## config.mk

```make
export PLATFORM = sky130hd
export DESIGN_NAME = ex_stage_mc
export DESIGN_NICKNAME = d
export VERILOG_FILES = /design/src/rtl/ex_stage_mc_pkg.sv /design/src/rtl/ex_stage_mc_alu.sv /design/src/rtl/ex_stage_mc_div_iter.sv /design/src/rtl/ex_stage_mc.sv
export SDC_FILE = /design/constraint.sdc
export NUM_CORES = 2
export LEC_CHECK = 0
export CAP_MARGIN = 10
export CORE_MARGIN = 5
export CORE_UTILIZATION = 50
export CTS_BUF_LIST = sky130_fd_sc_hd__clkbuf_8
export CTS_CLUSTER_SIZE = 25
export DETAILED_ROUTE_END_ITERATION = 12
export GPL_ROUTABILITY_DRIVEN = 0
export PLACE_DENSITY_LB_ADDON = 0.15
export SYNTH_ARGS = -nofsm -noshare
export SYNTH_HDL_FRONTEND = slang
export SYNTH_HIERARCHICAL = 1
export SYNTH_SLANG_ARGS = --single-unit
```

## constraint.sdc

```tcl
create_clock -name clk_i -period 10.5 [get_ports clk_i]
set_clock_uncertainty 0.05 [all_clocks]
set_input_delay 1.575 -clock clk_i [delete_from_list [all_inputs] [get_ports clk_i]]
set_output_delay 1.575 -clock clk_i [all_outputs]
set_load 0.02 [all_outputs]
```

## src/rtl/ex_stage_mc_pkg.sv

```systemverilog
// Shared types for the multi-cycle execute stage: ALU/MDU op encodings and FSM states.
package ex_stage_mc_pkg;

  typedef enum logic [2:0] {
    MDU_MUL, MDU_MULH, MDU_MULHSU, MDU_MULHU,
    MDU_DIV, MDU_DIVU, MDU_REM, MDU_REMU
  } mdu_op_e;

  typedef enum logic [1:0] {EX_IDLE, EX_DIV, EX_DIV_FIN} ex_state_e;

  typedef enum logic [3:0] {
    ALU_ADD, ALU_SUB, ALU_XOR, ALU_OR, ALU_AND,
    ALU_SLL, ALU_SRL, ALU_SRA, ALU_SLT, ALU_SLTU
  } alu_op_e;

  function automatic int div_cycles(int word_w, int bits_per_cycle);
    return word_w / bits_per_cycle;
  endfunction

endpackage

```

## src/rtl/ex_stage_mc_alu.sv

```systemverilog
// Combinational integer ALU; its result also drives the branch zero test.
module alu
  import ex_stage_mc_pkg::*;
#(
  parameter int W    = 32,
  parameter int OP_W = 4
) (
  input  logic [OP_W-1:0] op_i,
  input  logic [W-1:0]    a_i,
  input  logic [W-1:0]    b_i,
  output logic [W-1:0]    res_o
);
  localparam int SW = $clog2(W);

  logic [SW-1:0] shamt;
  assign shamt = b_i[SW-1:0];

  always_comb begin
    res_o = a_i + b_i;
    case (alu_op_e'(4'(op_i)))
      ALU_ADD:  res_o = a_i + b_i;
      ALU_SUB:  res_o = a_i - b_i;
      ALU_XOR:  res_o = a_i ^ b_i;
      ALU_OR:   res_o = a_i | b_i;
      ALU_AND:  res_o = a_i & b_i;
      ALU_SLL:  res_o = a_i << shamt;
      ALU_SRL:  res_o = a_i >> shamt;
      ALU_SRA:  res_o = W'($signed(a_i) >>> shamt);
      ALU_SLT:  res_o = W'($signed(a_i) < $signed(b_i));
      ALU_SLTU: res_o = W'(a_i < b_i);
      default:  ;
    endcase
  end

endmodule

```

## src/rtl/ex_stage_mc_div_iter.sv

```systemverilog
// Iterative restoring divider on magnitudes, R quotient bits per cycle,
// with sign and divide-by-zero / overflow correction applied on the held result.
module div_iter #(
  parameter int W = 32,
  parameter int R = 1,
  parameter int N = W / R
) (
  input  logic         clk_i,
  input  logic         rst_i,
  input  logic         kill_i,
  input  logic         start_i,
  input  logic [W-1:0] op_a_i,
  input  logic [W-1:0] op_b_i,
  input  logic         signed_i,
  input  logic         rem_i,
  output logic         done_o,
  output logic [W-1:0] result_o
);
  localparam int CW = $clog2(N + 1);

  logic [CW-1:0] cnt;
  logic [W-1:0]  prem, quo, dvs, a_q;
  logic          neg_q, neg_r, div0, ovf, rem_sel;
  logic [W-1:0]  prem_nx, quo_nx, q_fix, r_fix;
  logic [W:0]    trial;

  always_comb begin
    prem_nx = prem;
    quo_nx  = quo;
    trial   = '0;
    for (int k = 0; k < R; k++) begin
      trial  = {prem_nx, quo_nx[W-1]};
      quo_nx = {quo_nx[W-2:0], 1'b0};
      if (trial >= {1'b0, dvs}) begin
        trial     = trial - {1'b0, dvs};
        quo_nx[0] = 1'b1;
      end
      prem_nx = trial[W-1:0];
    end
  end

  assign q_fix  = neg_q ? -quo : quo;
  assign r_fix  = neg_r ? -prem : prem;
  assign done_o = (cnt == CW'(1));

  // Special cases override the magnitude path so latency never depends on operands.
  always_comb begin
    if (div0)     result_o = rem_sel ? a_q : '1;
    else if (ovf) result_o = rem_sel ? '0 : a_q;
    else          result_o = rem_sel ? r_fix : q_fix;
  end

  always_ff @(posedge clk_i) begin
    if (rst_i) begin
      cnt <= '0; prem <= '0; quo <= '0; dvs <= '0; a_q <= '0;
      neg_q <= 1'b0; neg_r <= 1'b0; div0 <= 1'b0; ovf <= 1'b0; rem_sel <= 1'b0;
    end else if (kill_i) begin
      cnt <= '0;
    end else if (start_i) begin
      cnt     <= CW'(N);
      prem    <= '0;
      quo     <= (signed_i && op_a_i[W-1]) ? -op_a_i : op_a_i;
      dvs     <= (signed_i && op_b_i[W-1]) ? -op_b_i : op_b_i;
      a_q     <= op_a_i;
      neg_q   <= signed_i && (op_a_i[W-1] ^ op_b_i[W-1]);
      neg_r   <= signed_i && op_a_i[W-1];
      div0    <= (op_b_i == '0);
      ovf     <= signed_i && (op_a_i == {1'b1, {(W-1){1'b0}}}) && (op_b_i == '1);
      rem_sel <= rem_i;
    end else if (cnt != '0) begin
      prem <= prem_nx;
      quo  <= quo_nx;
      cnt  <= cnt - CW'(1);
    end
  end

endmodule

```

## src/rtl/ex_stage_mc.sv

```systemverilog
// Handshaked execute stage: registered result slot, single-cycle ALU/MUL/branch,
// iterative DIV/REM with constant latency, and pipeline flush.
module ex_stage_mc
  import ex_stage_mc_pkg::*;
#(
  parameter int WORD_WIDTH         = 32,
  parameter int ADDR_WIDTH         = 5,
  parameter int ALU_OP_WIDTH       = 4,
  parameter int RISCV_M_CORE       = 1,
  parameter int DIV_BITS_PER_CYCLE = 1
) (
  input  logic                    clk_i,
  input  logic                    rst_i,
  input  logic                    flush_i,
  input  logic                    id_valid_i,
  output logic                    ex_ready_o,
  input  logic [WORD_WIDTH-1:0]   operand_a_i,
  input  logic [WORD_WIDTH-1:0]   operand_b_i,
  input  logic [ALU_OP_WIDTH-1:0] alu_op_i,
  input  logic                    mdu_en_i,
  input  logic                    branch_en_i,
  input  logic                    zeroflag_inv_i,
  input  logic [WORD_WIDTH-1:0]   pc_i,
  input  logic [WORD_WIDTH-1:0]   branch_imm_i,
  input  logic [ADDR_WIDTH-1:0]   rd_addr_i,
  input  logic                    rd_we_i,
  output logic                    wb_valid_o,
  input  logic                    wb_ready_i,
  output logic [WORD_WIDTH-1:0]   wb_data_o,
  output logic [ADDR_WIDTH-1:0]   wb_addr_o,
  output logic                    wb_we_o,
  output logic                    branch_taken_o,
  output logic [WORD_WIDTH-1:0]   branch_addr_o,
  output logic                    busy_o
);
  localparam int W          = WORD_WIDTH;
  localparam int DIV_CYCLES = div_cycles(W, DIV_BITS_PER_CYCLE);

  ex_state_e             state;
  mdu_op_e               mdu_op;
  logic                  mdu_en, is_div, accept, div_done, br_taken, we_eff;
  logic [W-1:0]          alu_res, mul_res, div_res, op_res;
  logic signed [W:0]     mul_a, mul_b;
  logic signed [2*W-1:0] prod;
  logic [ADDR_WIDTH-1:0] div_rd_addr;
  logic                  div_rd_we;

  assign mdu_en     = (RISCV_M_CORE != 0) && mdu_en_i;
  assign mdu_op     = mdu_op_e'(alu_op_i[2:0]);
  assign is_div     = mdu_en && alu_op_i[2];
  assign ex_ready_o = (state == EX_IDLE) && (!wb_valid_o || wb_ready_i) && !flush_i;
  assign accept     = id_valid_i && ex_ready_o;
  assign busy_o     = (state == EX_DIV);
  assign we_eff     = rd_we_i && (rd_addr_i != '0) && !branch_en_i;

  alu #(.W(W), .OP_W(ALU_OP_WIDTH)) u_alu (
    .op_i (alu_op_i),
    .a_i  (operand_a_i),
    .b_i  (operand_b_i),
    .res_o(alu_res)
  );

  // One extra sign bit per operand covers all of MULH/MULHSU/MULHU with one signed multiply.
  assign mul_a   = {(mdu_op == MDU_MULH || mdu_op == MDU_MULHSU) && operand_a_i[W-1], operand_a_i};
  assign mul_b   = {(mdu_op == MDU_MULH) && operand_b_i[W-1], operand_b_i};
  assign prod    = mul_a * mul_b;
  assign mul_res = (mdu_op == MDU_MUL) ? prod[W-1:0] : prod[2*W-1:W];
  assign op_res  = mdu_en ? mul_res : alu_res;

  assign br_taken = (alu_res == '0) ^ zeroflag_inv_i;

  div_iter #(.W(W), .R(DIV_BITS_PER_CYCLE), .N(DIV_CYCLES)) u_div (
    .clk_i   (clk_i),
    .rst_i   (rst_i),
    .kill_i  (flush_i),
    .start_i (accept && is_div),
    .op_a_i  (operand_a_i),
    .op_b_i  (operand_b_i),
    .signed_i(!alu_op_i[0]),
    .rem_i   (alu_op_i[1]),
    .done_o  (div_done),
    .result_o(div_res)
  );

  always_ff @(posedge clk_i) begin
    if (rst_i) begin
      state          <= EX_IDLE;
      wb_valid_o     <= 1'b0;
      wb_data_o      <= '0;
      wb_addr_o      <= '0;
      wb_we_o        <= 1'b0;
      branch_taken_o <= 1'b0;
      branch_addr_o  <= '0;
      div_rd_addr    <= '0;
      div_rd_we      <= 1'b0;
    end else begin
      branch_taken_o <= 1'b0;
      if (flush_i) begin
        state      <= EX_IDLE;
        wb_valid_o <= 1'b0;
      end else begin
        if (wb_valid_o && wb_ready_i) wb_valid_o <= 1'b0;
        case (state)
          EX_IDLE: if (accept) begin
            if (is_div) begin
              state       <= EX_DIV;
              div_rd_addr <= rd_addr_i;
              div_rd_we   <= we_eff;
            end else begin
              wb_valid_o <= 1'b1;
              wb_data_o  <= op_res;
              wb_addr_o  <= rd_addr_i;
              wb_we_o    <= we_eff;
              if (branch_en_i) begin
                branch_taken_o <= br_taken;
                branch_addr_o  <= pc_i + branch_imm_i;
              end
            end
          end
          EX_DIV: if (div_done) state <= EX_DIV_FIN;
          EX_DIV_FIN: if (!wb_valid_o || wb_ready_i) begin
            state      <= EX_IDLE;
            wb_valid_o <= 1'b1;
            wb_data_o  <= div_res;
            wb_addr_o  <= div_rd_addr;
            wb_we_o    <= div_rd_we;
          end
          default: state <= EX_IDLE;
        endcase
      end
    end
  end

endmodule
```

==> flow_metrics.tcl <==
set metrics [dict create \
    synthArstFlopShare 0 \
    drv_cap 0 \
    start_util 0.5015 \
    maxSlewViolCount 0 \
    worst_pin_slew_ns 1.221 \
    synth_mux_area_frac 0.02920 \
    yosys.area.top_type "fa_1" \
    yosys.area_share.simple 0.1710 \
    die_x_um 364.2 \
    antenna_found_initial 20 \
    crit_path_max_incr_delay_ns 0.63 \
    ios 220 \
    rsz0062_at_grt "false" \
    start_kind "primary input" \
    cts_tree "done" \
    ys_types 111 \
    synth_xor_xnor_area_share 0.03527 \
    grt_max_degree 120 \
    critPathMostFrequentCell "fa_1" \
    synth-seq-cells 219 \
    grt_pass1_wl_um 350900 \
    root_buffer "clkbuf_8" \
    final_cell_mix "1,355 x inv_1, 1,193 x nand2_1, 1,129 x fa_1" \
    dr.pass1.iters 9 \
    mostFrequentLayoutCell "inv_1" \
    nFillCells 11840 \
    first_iter_violations 6792 \
    cts_num_sinks 219 \
    setup-violations-final 0 \
    synth.avg_cell_area_um2 8.161 \
    synthTopCellsByArea "fa_1 36%, inv_1 8.0%, ha_1 7.6%" \
    synth_top_family_by_area "adder cells" \
    worstPathRequired_ns 10.96 \
    hold_path.class "reg -> reg" \
    nets 9326 \
    die_area_um2 132600 \
    cp_data_arrival_time_ns 10.06 \
    hold_viol_final 0 \
    fp.dieH_um 364.2 \
    vias 57030 \
    numPortBuffers 219 \
    yosysWarnings 6 \
    placementRows 130 \
    routed_wl_um 229300 \
    clk_pin_slew_ns 0.06 \
    end_kind "flip-flop" \
    first_global_vias 56970 \
    yosys.area.top_type_share 0.3603 \
    crit_family "adder cells" \
    synth_compound_area_frac 0.1488 \
    viasPerCell 6.092 \
    wire_per_inst_um 24.49 \
    grt_usage 0.3427 \
    ys_seq_area_frac 0.06989 \
    synth_fa_ha_area_frac 0.4359 \
    drive_above_1_share 0.05532 \
    synth-main-ff-cell "dfxtp_1" \
    ant_nets 0 \
    clock_latency_ns 0.63 \
    crit_slowest_cell "clkdlybuf4s50_1" \
    cts_setup_buffers 0 \
    netlist_area_um2 62730 \
    htree_levels 2 \
    numCtsBuffers 43 \
    synthesis.nets 9340 \
    min_period_ns 9.594 \
    cts_max_path_buffers 3 \
    tns_ns 0 \
    area_growth_pct 7.211 \
    grt_overflow 0 \
    synth_edf_count 0 \
    worstPathMaxFanout 31 \
    cts-resized-gates 0 \
    syn_inst 7686 \
    timing.fmax_ghz 0.1042 \
    critical_path_class "in -> reg" \
    finalCritPeriodShare 0.9137 \
    core_area_um2 125100 \
    dp_hpwl_um 183500 \
    hold_buffers 0 \
    r2r_slack_ns 6.33 \
    drc_errors 0 \
    critical_path_buf_inv_count 8 \
    status "complete, no violations" \
    maxSlewHeadroom 0.1827 \
]
cells by family after synthesis:
| family | Yosys count |
|---|---|
| AND/OR/NAND/NOR | 2352 |
| buffers and inverters | 1813 |
| adder cells (fa/ha/maj) | 1508 |
| AO/OA/AOI/OAI | 1407 |
| XOR/XNOR | 251 |
| flip-flops | 219 |
| multiplexers | 136 |
Yosys cell counts, drive strengths merged (56+ instances only):
cell type  number
nor3           90
inv          1345
nor2          404
a21o           84
and2          339
buf            66
dfxtp         219
clkbuf        397
a211oi         99
mux2i          82
o21ai         262
xor2          100
fa           1129
a21oi         423
o211ai         56
ha            379
nand3          60
xnor2         150
nand2        1193
per-stage QoR:
step	util	setup slack [ns]	hold WS, ns	std cells	instance area, µm²
2_1_floorplan	-	0.8774	0.3819	7686	62730
3_3_place_gp	0.5305	0.5452	0.3875	9277	66360
3_5_place_dp	0.5305	0.3805	0.3943	9277	66360
4_1_cts	0.5374	0.9898	0.4027	9351	67220
5_1_grt	0.5375	0.5282	0.4212	9353	67230
6_report	0.5377	0.9061	0.4004	9362	67250
worst reg2reg max path: cells and delay by family, from the launching register on:
family | cells | cell delay, ns
buf+inv | 3 | 1.75
compound gates | 2 | 0.34
flops | 1 | 0.39
simple gates | 5 | 1.59
cell type report:
class	count	area, µm²	area share
multi-input cells	5654	51520	0.7660
flip-flops and latches	219	4384	0.06519
clock buffers	51	701.9	0.01044
well taps	1650	2064	0.03070
repair buffers	404	3324	0.04943
clock inverters	23	165.2	0.002456
diodes	11	27.53	0.0004093
inverters	1350	5067	0.07535
state kept, by name (all words and copies together), names as in the netlist, 2 cells and up:
name           count
u_div/dvs         32
branch_addr_o     32
u_div/quo         32
wb_addr_o          5
wb_data_o         32
u_div/a_q         32
u_div/prem        32
div_rd_addr        5
u_div/cnt          6
state              2
per-layer routing:
layer	GRT usage	up-vias	share of wire
met5	0	-	0.00043
met4	0.1527	12	0.058
met3	0.08026	642	0.11
met2	0.5097	3231	0.42
met1	0.4781	28550	0.41
li1	-	24590	-
path summary, 6_finish.rpt:
kind                             to               from  depth (start not counted)
setup reg to reg      u_div/quo[23]           state[0]                         10
hold reg to reg   branch_addr_o[15]  branch_addr_o[15]                          2
hold / removal    branch_addr_o[15]  branch_addr_o[15]                          2
setup / recovery      wb_data_o[29]        alu_op_i[1]                         30
Power is not shown: default switching activity piles up to over one toggle a cycle in this logic, so the estimate is an artifact.
